## src/rtl/cnnpr_mem_pkg.sv

```systemverilog
// Shared defaults and state encoding for the cache read path.
package cnnpr_mem_pkg;

  localparam int CACHE_WIDTH_DEF = 162;
  localparam int SEG_WIDTH_DEF   = 18;
  localparam int READ_LAT_DEF    = 1;
  localparam int CNT_WIDTH_DEF   = 16;
  localparam int NUM_SEG_DEF     = CACHE_WIDTH_DEF / SEG_WIDTH_DEF;

  typedef enum logic [1:0] {
    ST_IDLE = 2'd0,
    ST_RUN  = 2'd1,
    ST_DONE = 2'd2
  } rd_state_e;

  // Index width that stays legal when the range has a single value.
  function automatic int idx_width(input int n);
    return (n > 1) ? $clog2(n) : 1;
  endfunction

endpackage

```

## src/rtl/cache_word_buf.sv

```systemverilog
// Two-entry word FIFO between the cache read port and the segment mux.
module cache_word_buf #(
  parameter int WIDTH = 162
) (
  input  logic             clk,
  input  logic             rst_n,
  input  logic             i_en,
  input  logic             i_push,
  input  logic [WIDTH-1:0] i_data,
  input  logic             i_pop,
  output logic [1:0]       o_used,
  output logic [WIDTH-1:0] o_head
);

  logic [WIDTH-1:0] r_mem [2];
  logic             r_rd_ptr;
  logic             r_wr_ptr;
  logic [1:0]       r_used;

  always_ff @(posedge clk) begin
    if (!rst_n) begin
      r_mem[0] <= '0;
      r_mem[1] <= '0;
      r_rd_ptr <= 1'b0;
      r_wr_ptr <= 1'b0;
      r_used   <= 2'd0;
    end else if (i_en) begin
      if (i_push) begin
        r_mem[r_wr_ptr] <= i_data;
        r_wr_ptr        <= ~r_wr_ptr;
      end
      if (i_pop) r_rd_ptr <= ~r_rd_ptr;
      // Simultaneous push and pop leave the fill level unchanged.
      case ({i_push, i_pop})
        2'b10:   r_used <= r_used + 2'd1;
        2'b01:   r_used <= r_used - 2'd1;
        default: r_used <= r_used;
      endcase
    end
  end

  assign o_used = r_used;
  assign o_head = r_mem[r_rd_ptr];

endmodule

```

## src/rtl/cache_reader.sv

```systemverilog
// Pops cache words from mem_controller and streams them out LSB-first as
// SEG_WIDTH segments on a valid/ready interface, one job per start command.
//
// state   | meaning
// IDLE    | waiting for start; word_count latched on start
// RUN     | issuing pops and draining segments; busy high
// DONE    | one-cycle done pulse, then back to IDLE
module cache_reader
  import cnnpr_mem_pkg::*;
#(
  parameter  int CACHE_WIDTH = CACHE_WIDTH_DEF,
  parameter  int SEG_WIDTH   = SEG_WIDTH_DEF,
  parameter  int READ_LAT    = READ_LAT_DEF,
  parameter  int CNT_WIDTH   = CNT_WIDTH_DEF,
  localparam int NUM_SEG     = CACHE_WIDTH / SEG_WIDTH,
  localparam int IDX_W       = idx_width(NUM_SEG)
) (
  input  logic                   clk,
  input  logic                   rst_n,
  input  logic                   clk_en,
  input  logic                   start,
  input  logic [CNT_WIDTH-1:0]   word_count,
  output logic                   busy,
  output logic                   done,
  output logic                   read_req02,
  input  logic [CACHE_WIDTH-1:0] cache02_out,
  input  logic                   empty02,
  output logic                   seg_valid,
  input  logic                   seg_ready,
  output logic [SEG_WIDTH-1:0]   seg_data,
  output logic [IDX_W-1:0]       seg_idx,
  output logic                   seg_last
);

  localparam int OUT_W = idx_width(READ_LAT + 1);

  if (CACHE_WIDTH % SEG_WIDTH != 0) begin : g_bad_width
    $error("cache_reader: CACHE_WIDTH must be a multiple of SEG_WIDTH");
  end
  if (READ_LAT < 1) begin : g_bad_lat
    $error("cache_reader: READ_LAT must be at least 1");
  end

  rd_state_e              r_state, w_state_nxt;
  logic [CNT_WIDTH-1:0]   r_word_count;
  logic [CNT_WIDTH-1:0]   r_req_cnt;
  logic [CNT_WIDTH-1:0]   r_out_cnt;
  logic [IDX_W-1:0]       r_seg_idx;
  logic [READ_LAT-1:0]    r_vld_pipe;
  logic [OUT_W-1:0]       r_outst;
  logic [1:0]             w_used;
  logic [CACHE_WIDTH-1:0] w_head;
  logic                   w_capture, w_credit_ok, w_hs, w_seg_end, w_buf_pop, w_last_word;

  assign w_capture   = r_vld_pipe[READ_LAT-1];
  // Words buffered plus words in flight never exceed the two buffer slots.
  assign w_credit_ok = (int'(w_used) + int'(r_outst)) < 2;
  assign read_req02  = clk_en & (r_state == ST_RUN) & ~empty02 &
                       (r_req_cnt < r_word_count) & w_credit_ok;

  assign seg_valid   = (w_used != 2'd0);
  assign w_hs        = clk_en & seg_valid & seg_ready;
  assign w_seg_end   = (r_seg_idx == IDX_W'(NUM_SEG - 1));
  assign w_buf_pop   = w_hs & w_seg_end;
  assign w_last_word = ((r_out_cnt + CNT_WIDTH'(1)) == r_word_count);
  assign seg_last    = seg_valid & w_seg_end & w_last_word;
  assign seg_idx     = r_seg_idx;
  assign seg_data    = w_head[int'(r_seg_idx) * SEG_WIDTH +: SEG_WIDTH];

  always_ff @(posedge clk) begin
    if (!rst_n)      r_state <= ST_IDLE;
    else if (clk_en) r_state <= w_state_nxt;
  end

  always_comb begin
    w_state_nxt = r_state;
    busy        = 1'b0;
    done        = 1'b0;
    case (r_state)
      ST_IDLE: if (start) w_state_nxt = (word_count != '0) ? ST_RUN : ST_DONE;
      ST_RUN: begin
        busy = 1'b1;
        if (w_buf_pop && w_last_word) w_state_nxt = ST_DONE;
      end
      ST_DONE: begin
        done        = 1'b1;
        w_state_nxt = ST_IDLE;
      end
      default: w_state_nxt = ST_IDLE;
    endcase
  end

  always_ff @(posedge clk) begin
    if (!rst_n) begin
      r_word_count <= '0;
      r_req_cnt    <= '0;
      r_out_cnt    <= '0;
      r_seg_idx    <= '0;
      r_vld_pipe   <= '0;
      r_outst      <= '0;
    end else if (clk_en) begin
      r_vld_pipe[0] <= read_req02;
      for (int i = 1; i < READ_LAT; i++) r_vld_pipe[i] <= r_vld_pipe[i-1];
      case ({read_req02, w_capture})
        2'b10:   r_outst <= r_outst + OUT_W'(1);
        2'b01:   r_outst <= r_outst - OUT_W'(1);
        default: r_outst <= r_outst;
      endcase
      if (r_state == ST_IDLE && start) begin
        r_word_count <= word_count;
        r_req_cnt    <= '0;
        r_out_cnt    <= '0;
        r_seg_idx    <= '0;
      end else begin
        if (read_req02) r_req_cnt <= r_req_cnt + CNT_WIDTH'(1);
        if (w_hs)       r_seg_idx <= w_seg_end ? '0 : r_seg_idx + IDX_W'(1);
        if (w_buf_pop)  r_out_cnt <= r_out_cnt + CNT_WIDTH'(1);
      end
    end
  end

  cache_word_buf #(.WIDTH(CACHE_WIDTH)) u_word_buf (
    .clk    (clk),
    .rst_n  (rst_n),
    .i_en   (clk_en),
    .i_push (w_capture),
    .i_data (cache02_out),
    .i_pop  (w_buf_pop),
    .o_used (w_used),
    .o_head (w_head)
  );

endmodule

```

## config.mk

```make
export PLATFORM = sky130hd
export DESIGN_NAME = cache_reader
export DESIGN_NICKNAME = d
export VERILOG_FILES = /design/src/rtl/cnnpr_mem_pkg.sv /design/src/rtl/cache_word_buf.sv /design/src/rtl/cache_reader.sv
export SDC_FILE = /design/constraint.sdc
export NUM_CORES = 1
export LEC_CHECK = 0
export CORE_MARGIN = 1
export CORE_UTILIZATION = 51
export CTS_CLUSTER_SIZE = 40
export DETAILED_ROUTE_END_ITERATION = 12
export PLACE_DENSITY = 0.74
export SYNTH_ARGS = -nofsm -noshare
export SYNTH_HDL_FRONTEND = slang
export SYNTH_SLANG_ARGS = --single-unit
```

## constraint.sdc

```tcl
create_clock -name clk -period 23.1 [get_ports clk]
set_input_delay 3.465 -clock clk [delete_from_list [all_inputs] [get_ports clk]]
set_output_delay 3.465 -clock clk [all_outputs]
set_load 0.005 [all_outputs]
```

==> run metrics <==
slowest stage delay, CP=between 600 and 700 ps; dpl hpwl=between 20000 and 30000 um; Max Fclk=roughly 110 MHz; CTS Sinks=~390; Filler Cell Count=approximately 2.7k; CTS Root Cell=clkbuf_16; area grow syn2layout=20.7%; Critical Path Sink Type=output port; initial core utilization=0.518; first-pass GRT wire length=approximately 67000 um; CP cell instances=clkdlybuf4s50_1 -> and2_1 -> nand2_1 -> or3_1 -> nor2_1 -> clkdlybuf4s50_1; clk_lat worst skew=560 ps; Critical Path Fanout Max=19; First DRT Iteration DRCs=approximately 960; final hold vios=0; Slew Viols, Final=0; gpl congestion=0.860; Synth Register Bits=385; R2R cell count=4; WL final=45000 um; Core ar.=between 30000 and 40000 um^2; WS Path Type=input port to output port; CP max-delay cell=clkdlybuf4s50_1; hold_sp=r_req_cnt[15]; Primary FF master, synth=edfxtp_1; # placed instances=1993; Setup TNS Final=0 ps; most common cell in the netlist=and2_1; Die ar.=about 37000 um^2; layout cells sized above 1=0.105; final core occ=0.625; final number of setup-violating endpoints=0; gr ovfl total=0; pre-CTS WS=roughly 14000 ps; dominant cell type by area after synthesis=edfxtp_1; nets@finish=about 1.8k; number of global-route vias before repair=around 12k; met3 GRT Util=0.0442; met2 usage=0.421; GR Util met1=0.316; GRT Util Overall=0.246; clock-pin slew on the worst setup and hold paths=around 60 ps; CTS resizes=0; critical path required time=19640 ps; Worst Hold Depth=2; reg2reg setup slack=between 15000 and 20000 ps; Worst Skew=around 20 ps; Vias=about 12k; gr busiest metal=met2; RSZ-0062 raised after global routing=false; Mean Syn Cell Area=13.2 um^2; post-DR wirelength/cell=roughly 22 um; Post-Syn Nets=approximately 1.6k; CP dominant cell by count=clkdlybuf4s50_1; total CTS buffers=42; Remaining DRCs=0; worst hold path type=register to register; die height=192 um; Post-synth EDFFs=around 320; Worst Max-Slew Pin Slew=between 1000 and 1500 ps; Mapped Area=around 18000 um^2; share of the synthesized area in the top cell type=0.530; IO buf count=210; final setup margin=roughly 14000 ps; Worst slew margin=0.210; Area contributors post-synth=edfxtp_1 53%, and2_1 11%, mux4_2 8.8%; worst reg2reg path endpoint=u_word_buf.r_mem[1][133]; origin of the critical flop-to-flop path=r_vld_pipe; post-synthesis sequential area ratio=0.596; Via density=5.70; row count=69; initial antenna violation count=9; fin crit period=approximately 9500 ps; VDD IR max=~55 uV; fin crit share=0.412; Min-Delay Endpoint=r_req_cnt[15]; H-tree levels=2; Post-DRT Antenna Nets=0; status=completed; YS warnings=0; hold-fix buffers at CTS=0; Die W=between 150 and 200 um; Longest Clk Path Bufs=3; Arr. time, crit path=6050 ps; I/O pin count=~210; Synth cell types=67; pwr dens=70.0 nW/um^2; Post-CTS Setup Repair Bufs=0; Final Non-Filler Cells=just over 2k; TritonRoute pass-1 iters=5; # Max-Cap Violations=0; top post-synthesis cells by count=331 x and2_1, 324 x edfxtp_1, 73 x nand2_1; largest net degree at the start of global routing=~160; Leakage=roughly 7.9 nW; async set-reset flop share out of synthesis=0; cell count after synthesis=approximately 1.4k; CTS tree=built; Worst Setup Start Kind=input port
cell families (layout without fill, tap and decap cells):
family / Yosys count / in the layout / synth area share
xor gates and xnor gates: 25 / 25 / 0.0119
DFF: 385 / 385 / 0.596
AOI/OAI and AO/OA: 161 / 161 / 0.0579
other: 0 / 6 / 0
and+or+nand+nor: 560 / 560 / 0.177
buffers and inverters: 126 / 339 / 0.0296
muxes: 118 / 118 / 0.114
adders and majority gates: 20 / 20 / 0.0136
routing by layer:
| metal | wire length [um] | vias up | part of all wire |
|---|---|---|---|
| met3 | 3030 | 80 | 0.067 |
| met5 | 67 | - | 0.0015 |
| met1 | 17800 | 5839 | 0.40 |
| met2 | 23000 | 383 | 0.51 |
| met4 | 1100 | 10 | 0.024 |
| li1 | - | 5516 | - |
registers in the layout, summed over array words and instances (netlist names), named ones only:
register / cells
u_word_buf.r_mem: 324
u_word_buf.r_wr_ptr: 1
r_state: 2
r_outst: 1
u_word_buf.r_rd_ptr: 1
r_out_cnt: 16
u_word_buf.o_used: 2
seg_idx: 4
r_word_count: 16
r_vld_pipe: 1
r_req_cnt: 16
layout by cell type, fill, tap and decap left out, drive strengths merged, types with 5 or more instances in the layout:
master and instances:
and2 332, edfxtp 324, clkdlybuf4s50 210, nand2 73, mux4 72, dfxtp 61
clkbuf 59, a21oi 54, nor2 48, mux2i 40, inv 38, o21ai 22
ha 20, o22ai 19, nand3 17, buf 15, or3 14, nand4 14
nor3 14, xor2 13, clkinv 13, xnor2 12, nor4 10, and3 8
a21o 7, o221ai 7, diode 6, mux2 6, o32ai 6, or4 6
nor2b 5, nand3b 5, o31ai 5, o311ai 5
through the flow:
stage               total power, mW  hold slack [ps]  area (um^2)
CTS                            1.56              485        22200
detailed placement            0.911              475        20800
floorplan                     0.856              447        18400
global route                   1.60              495        22200
global placement              0.908              464        20800
finish                         1.55              480        22200
critical path, delay by kind of cell:
kind,cells,cell delay (ps)
buffers and inverters,2,1270
AND/OR/NAND/NOR,4,1320
power by group:
| part | leakage (nW) | switching (mW) | internal (mW) | total [mW] |
|---|---|---|---|---|
| logic | 3.37 | 0.0568 | 0.0563 | 0.113 |
| registers | 3.85 | 0.00918 | 0.774 | 0.783 |
| clock network | 0.643 | 0.277 | 0.380 | 0.657 |
worst max path at each step:
| stage | startpoint | endpoint | slack (ps) | cells after the start |
|---|---|---|---|---|
| finish | clk_en | read_req02 | 13580 | 6 |
| global route | clk_en | read_req02 | 13500 | 6 |
| CTS | clk_en | read_req02 | 13630 | 6 |
| detailed placement | clk_en | read_req02 | 13640 | 6 |
| global placement | clk_en | read_req02 | 13680 | 6 |
| floorplan | clk_en | u_word_buf.r_mem[1][0] | 7250 | 2 |
cell type report:
class	count	area, um^2	area share
clock inverter	17	209	0.00942
inverter	38	143	0.00643
timing repair buffer	225	2230	0.100
multi-input combinational	884	6910	0.312
antenna	6	15.0	0.000677
clock buffer	59	1140	0.0512
sequential	385	11000	0.494
tap	461	577	0.0260
No activity file was read; power rests on OpenSTA's default activity.
